**src/rtl/rf_pkg.sv**
```systemverilog
// Shared register-file constants and flattened-port slicing helper.
// Used by the register file and by the decode/writeback stages.
package rf_pkg;

   localparam int RF_DATA_W = 32;
   localparam int RF_ADDR_W = 5;
   localparam int RF_DEPTH  = 2 ** RF_ADDR_W;

   // Bit offset of port 'port' inside a flattened bus of 'width'-bit fields.
   function automatic int rf_lsb(input int port, input int width);
      return port * width;
   endfunction

endpackage

```
**src/rtl/rf_scoreboard.sv**
```systemverilog
// Per-register busy bits: set on issue, cleared on writeback, all cleared on flush.
// Issue wins over a same-cycle retirement to the same register (younger producer).
module rf_scoreboard
   import rf_pkg::*;
#(
   parameter int ADDR_W   = RF_ADDR_W,
   parameter int ZERO_REG = 1
)(
   input  logic                   clk,
   input  logic                   rst,
   input  logic                   iss_v,
   input  logic [ADDR_W-1:0]      iss_rd,
   input  logic                   we,
   input  logic [ADDR_W-1:0]      wa,
   input  logic                   flush,
   output logic [2**ADDR_W-1:0]   busy,
   output logic                   busy_any
);

   localparam int DEPTH = 2 ** ADDR_W;

   logic [DEPTH-1:0] busy_reg;
   logic [DEPTH-1:0] busy_next;

   genvar gi;
   generate
      for (gi = 0; gi < DEPTH; gi++) begin : g_busy
         logic set_b;
         logic clr_b;
         assign set_b = iss_v && (iss_rd == ADDR_W'(gi)) && !((ZERO_REG != 0) && (gi == 0));
         assign clr_b = we && (wa == ADDR_W'(gi));
         assign busy_next[gi] = flush ? 1'b0 :
                                set_b ? 1'b1 :
                                clr_b ? 1'b0 : busy_reg[gi];
      end
   endgenerate

   always_ff @(posedge clk or posedge rst) begin
      if (rst) begin
         busy_reg <= '0;
      end else begin
         busy_reg <= busy_next;
      end
   end

   assign busy     = busy_reg;
   assign busy_any = |busy_reg;

endmodule

```
**src/rtl/rf_param_sb.sv**
```systemverilog
// Parametrised register file with combinational read ports, optional write-to-read
// bypass, optional hardwired-zero r0 and a per-register RAW scoreboard.
module rf_param_sb
   import rf_pkg::*;
#(
   parameter int DATA_W   = RF_DATA_W,
   parameter int ADDR_W   = RF_ADDR_W,
   parameter int NUM_RD   = 2,
   parameter int ZERO_REG = 1,
   parameter int BYPASS   = 1
)(
   input  logic                       clk,
   input  logic                       rst,
   input  logic                       we,
   input  logic [ADDR_W-1:0]          wa,
   input  logic [DATA_W-1:0]          wd,
   input  logic [NUM_RD*ADDR_W-1:0]   ra,
   output logic [NUM_RD*DATA_W-1:0]   rd,
   output logic [NUM_RD-1:0]          rd_busy,
   input  logic                       iss_v,
   input  logic [ADDR_W-1:0]          iss_rd,
   input  logic                       flush,
   output logic                       busy_any
);

   localparam int DEPTH = 2 ** ADDR_W;

   logic [DATA_W-1:0] mem_reg [DEPTH];
   logic [DEPTH-1:0]  busy;
   logic              wr_ok;

   // A write to r0 is a no-op when r0 is hardwired; it must not bypass either.
   assign wr_ok = we && !((ZERO_REG != 0) && (wa == '0));

   always_ff @(posedge clk or posedge rst) begin
      if (rst) begin
         for (int i = 0; i < DEPTH; i++) begin
            mem_reg[i] <= '0;
         end
      end else if (wr_ok) begin
         mem_reg[wa] <= wd;
      end
   end

   rf_scoreboard #(
      .ADDR_W   (ADDR_W),
      .ZERO_REG (ZERO_REG)
   ) u_sb (
      .clk      (clk),
      .rst      (rst),
      .iss_v    (iss_v),
      .iss_rd   (iss_rd),
      .we       (we),
      .wa       (wa),
      .flush    (flush),
      .busy     (busy),
      .busy_any (busy_any)
   );

   genvar gi;
   generate
      for (gi = 0; gi < NUM_RD; gi++) begin : g_rd
         logic [ADDR_W-1:0] addr;
         logic              hit;
         logic              is_zero;
         assign addr    = ra[rf_lsb(gi, ADDR_W) +: ADDR_W];
         assign hit     = (BYPASS != 0) && wr_ok && (wa == addr);
         assign is_zero = (ZERO_REG != 0) && (addr == '0);
         assign rd[rf_lsb(gi, DATA_W) +: DATA_W] = is_zero ? '0 :
                                                   hit     ? wd : mem_reg[addr];
         assign rd_busy[gi] = busy[addr] && !hit;
      end
   endgenerate

endmodule

```
**config.mk**
```make
export PLATFORM = sky130hd
export DESIGN_NAME = rf_param_sb
export DESIGN_NICKNAME = d
export VERILOG_FILES = /design/src/rtl/rf_pkg.sv /design/src/rtl/rf_scoreboard.sv /design/src/rtl/rf_param_sb.sv
export SDC_FILE = /design/constraint.sdc
export NUM_CORES = 2
export LEC_CHECK = 0
export CORE_MARGIN = 4
export CORE_UTILIZATION = 61
export CTS_CLUSTER_SIZE = 24
export DETAILED_ROUTE_END_ITERATION = 7
export PLACE_DENSITY_LB_ADDON = 0.1
export SLEW_MARGIN = 20
export SYNTH_ARGS = -nofsm -noshare
export SYNTH_HDL_FRONTEND = slang
export SYNTH_SLANG_ARGS = --single-unit
```
**constraint.sdc**
```tcl
create_clock -name clk -period 93.4 [get_ports clk]
set_input_delay 9.34 -clock clk [delete_from_list [all_inputs] [get_ports clk]]
set_output_delay 9.34 -clock clk [all_outputs]
set_load 0.01 [all_outputs]
```
Yosys cells after proc, flatten, opt, wreduce, memory -nomap -nowiden. Index checks and enable logic that the tools add are counted. Widths: inputs -> output; s select.

Register bits after elaboration: 1056. Bits in latches: 0. Bits in writable memories: 0. Memory bits (read-only): 0. Input port bits: 57. Output and inout port bits: 67. Logic and storage cells: 357. Memories kept: 0.

Add/subtract/negate cells: 0. Multipliers: 0. Div/mod/pow operators: 0. Magnitude comparators: 6. Equality and inequality tests: 64. Shift operators: 0. Mux-type cells: 112. Bitwise gates (word level): 3. Reductions and logical operators: 108.

Operator list (count): $bwmux 1024 (1); $bmux 32 s5 (2); $mux 32 (9); $demux 32 s5 (1); $eq 5x5->1 const B (32); $mux 1 (97); $reduce_bool 3->1 (31); $eq 5x4->1 const B (16); $logic_and 1x1->1 (69); $eq 5x3->1 const B (8); $reduce_or 32->1 (1); $eq 5x2->1 const B (4); $ge 6x6->1 const B (3); $not 5->6 (3); $logic_not 5->1 (3); $lt 5x6->1 const B (2); $bmux 1 s5 (2); $eq 5x1->1 const B (2); $eq 5x5->1 (2); $lt 6x1->1 const B (1); $logic_not 1->1 (3); $reduce_bool 2->1 (1).

Logic depth before layout (Yosys ltp).
Word-level depth: 6. Mapped depth: 10. Gate-level depth less buffers: 5.

Cells and area by module. A second synthesis with hierarchy kept.

Cell total of the unflattened synthesis: 4000. Area total of the unflattened synthesis: 57074.7 um2.

Modules (own cells, without submodules): rf_param_sb (times used 1, cells an instance 3827, area each 55455.7 um2, sequential area each 25624.6 um2); rf_scoreboard (times used 1, cells an instance 173, area each 1619.1 um2, sequential area each 775.7 um2).

Worst setup path after synthesis. OpenSTA, ideal clock, no wires.

Path type: input to output. Start: in ra[5]. End: out rd[55]. Data arrival time: 11029 ps. Data required time: 84060 ps. Slack: 73031 ps. Stages on the path: 7. Buffers on the path: 3. Path through: buf_2 > buf_4 > buf_2 > mux4_2 > o31ai_1 > o21ai_1 > mux2_2.

Cells in the longest elaborated chain, start to end: 6. Elaborated cells on any way between the ends: 9. Classes of those cells: 1 x eq/ne; 5 x mux; 1 x bitwise; 2 x reduce/logical.

Ends and longest elaborated chain: start: declaration (line rf_param_sb.sv:17) `input logic [NUM_RD*ADDR_W-1:0] ra,`; $not 5->6 (not written as such) (line rf_param_sb.sv:70) `hit ? wd : mem_reg[addr];`; $bmux 32 s5 (line rf_param_sb.sv:70); $mux 32 (not written as such) (2 in series) (line rf_param_sb.sv:70); $mux 32 (line rf_param_sb.sv:70); $mux 32 * (line rf_param_sb.sv:69) `assign rd[rf_lsb(gi, DATA_W) +: DATA_W] = is_zero ? '0 :`; end: declaration (line rf_param_sb.sv:18) `output logic [NUM_RD*DATA_W-1:0] rd,`.

Every way passes the cells marked *; elsewhere a longest branch is shown, timed or not. The select of a mux whose other input is x is not followed.

Final worst setup path.
Start: in ra[0]. End: out rd[3].

The elaborated chain is that of the path after synthesis.

==> impl_metrics.tcl <==
set metrics [dict create \
    rows 111 \
    synth_cells 4106 \
    worst_slew_pin_slew_ns 1.216 \
    yosysTopAreaCellShare 0.4629 \
    cts_resized 0 \
    start_kind "input port" \
    hpwl_um 101000 \
    routed_via_density 7.213 \
    initial_core_util 0.6184 \
    crit_family "buffers and inverters" \
    clk_pin_slew_ns 0.06 \
    totalWireLength_um 182300 \
    end_kind "output port" \
    routedWlPerCell_um 34.16 \
    drc_errors 0 \
    p_total_w 0.001331 \
    yosys_register_bits 1055 \
    finalWeightedCongestion 0.8534 \
    fp.coreArea_mm2 0.09222 \
    grt_max_degree 142 \
    synth_area_leaders "dfrtp_1 46%, mux2_2 20%, mux4_2 18%" \
    fillers 6634 \
    ant_nets 0 \
    p_leak_nw 27.18 \
    critPathKind "in2out" \
    netlist.top_cell.by_area "dfrtp_1" \
    layout.nets 4060 \
    fmax_mhz 42.35 \
    vias 38490 \
    outcome "completed" \
    path_depth 9 \
    drv_cap 0 \
    largest_reg_flops 1024 \
    clock_latency_ns 0.70 \
    cts_made_buffers 110 \
    slew-limit-headroom 0.1864 \
    crit_chain "buf_8, buf_4, buf_4, buf_4, mux4_2, mux2_2, o22ai_1, o31ai_2, clkdlybuf4s50_1" \
    worst-path-max-fanout 58 \
    syn_nets 4163 \
    timing.critical_path.mode_cell "buf_4" \
    synthFlopType "dfrtp_1" \
    timing.final.crit_share 0.2528 \
    die_x_um 313.8 \
    grt_first_pass_wirelength_um 268700 \
    postLayoutCoreUtil 0.6783 \
    clock_path_buffers 3 \
    slew_viol_final 0 \
    drive_gt1_frac 0.4621 \
    postCtsHoldBufs 0 \
    cts_tree "yes" \
    die_y_um 313.8 \
    first_iter_violations 4257 \
    reg2reg_depth 3 \
    cts_max_level 3 \
    cp.arrival_ns 14.28 \
    ir_worst_vdd_mv 0.01609 \
    area_growth_pct 9.680 \
    cp_slowest_cell "buf_4" \
    first_pass_iters 5 \
    track_usage 0.3736 \
    grt_pass1_vias 38930 \
    setup_ws_ns 69.78 \
    async_reset_ff_frac 1.000 \
    slowest_delay_ns 0.91 \
    min_path_type "reg2reg" \
    power_density_mw_per_mm2 21.28 \
    clock_skew_ns 0 \
    final_hold_viol_count 0 \
    post-route-min-period_ns 23.62 \
    synth-seq-area-share 0.4629 \
    required_ns 84.06 \
    die-area_mm2 0.09844 \
    final_cell_mix "1055 x dfrtp_1, 1000 x mux2_2, 464 x mux4_2" \
    final_common_cell "dfrtp_1" \
    post_synth.cell_area_avg_um2 13.89 \
    crit_buf_inv 5 \
    place.port_buffers 123 \
    synth_edf_count 0 \
    placed_area_mm2 0.05884 \
    dp_slack_ns 69.64 \
    syn_area_mm2 0.05703 \
    whs_path_depth 0 \
    setup_violations 0 \
    antenna_found_initial 6 \
    ys_types 58 \
    final_cell_area_mm2 0.06255 \
    post_cts_buffers 0 \
    root_buffer "clkbuf_16" \
    cts.sinks 1055 \
    setup_tns_ns 0 \
    grt_setup_unrepaired "false" \
    pin_count 124 \
    ys.warnings.count 0 \
    grt_overflow 0 \
]
## cell type report
cell class                      instances  area (um^2)  share of cell area
Inverter                               10        45.04           0.0007201
Clock buffer                          158         3236             0.05173
Antenna cell                            3        7.507           0.0001200
Tap cell                             1243         1555             0.02486
Sequential cell                      1055        26400              0.4221
Timing Repair Buffer                  237         2101             0.03359
Clock inverter                         41        493.0            0.007882
Multi-Input combinational cell       2589        28710              0.4590
## synthesized netlist by cell type, types with 13 or more instances
| library cell | number |
|---|---|
| nand2b_1 | 15 |
| o31ai_2 | 30 |
| nor3_1 | 50 |
| dfrtp_1 | 1055 |
| a22oi_1 | 22 |
| a221oi_1 | 17 |
| nor2_1 | 104 |
| nand3_1 | 15 |
| a21oi_1 | 31 |
| nor2b_1 | 16 |
| nor4_1 | 31 |
| o22ai_1 | 166 |
| or2_2 | 34 |
| mux2_2 | 1000 |
| clkbuf_1 | 256 |
| buf_2 | 139 |
| mux2i_1 | 106 |
| buf_1 | 13 |
| mux2_1 | 22 |
| o21ai_0 | 60 |
| nand2_1 | 296 |
| mux4_2 | 464 |
| buf_4 | 33 |
## power breakdown
| group | switching (W) | total, W | internal (W) |
|---|---|---|---|
| registers | 0.0000612 | 0.000602 | 0.000541 |
| logic | 0.000110 | 0.000272 | 0.000162 |
| clock network | 0.000190 | 0.000457 | 0.000267 |
| total | 0.000361 | 0.00133 | 0.000970 |
## routing by layer
layer | vias to the layer above | part of all wire | track usage
met1 | 20350 | 0.38 | 0.5151
met4 | 2 | 0.055 | 0.1601
met5 | - | 0.000066 | 0
met3 | 543 | 0.11 | 0.1034
li1 | 15390 | - | -
met2 | 2208 | 0.45 | 0.5655
## worst paths after layout
check / startpoint / end / slack [ns]
max: ra[0] / rd[3] / 69.78
min: mem_reg[1008] / mem_reg[1008] / 0.39
max reg2reg: u_sb.busy[19] / u_sb.busy[19] / 92.50
min reg2reg: mem_reg[1008] / mem_reg[1008] / 0.39
max in group asynchronous: rst / mem_reg[73] / 81.02
min in group asynchronous: rst / mem_reg[992] / 9.14
## cells by family after synthesis
kind of cell	count (synthesis)	synth area share
buf+inv	462	0.03708
compound gates	387	0.04711
flops	1055	0.4629
mux	1592	0.4037
simple gates	600	0.04768
xor+xnor	10	0.001536
## through the flow
stage	hold WS (ns)	instances
final	0.3919	5336
after global routing	0.4044	5334
after global placement	0.3771	5133
after CTS	0.3973	5332
after detailed placement	0.3833	5133
after floorplan	0.4413	4106
Power figures use the tool's default switching activity.
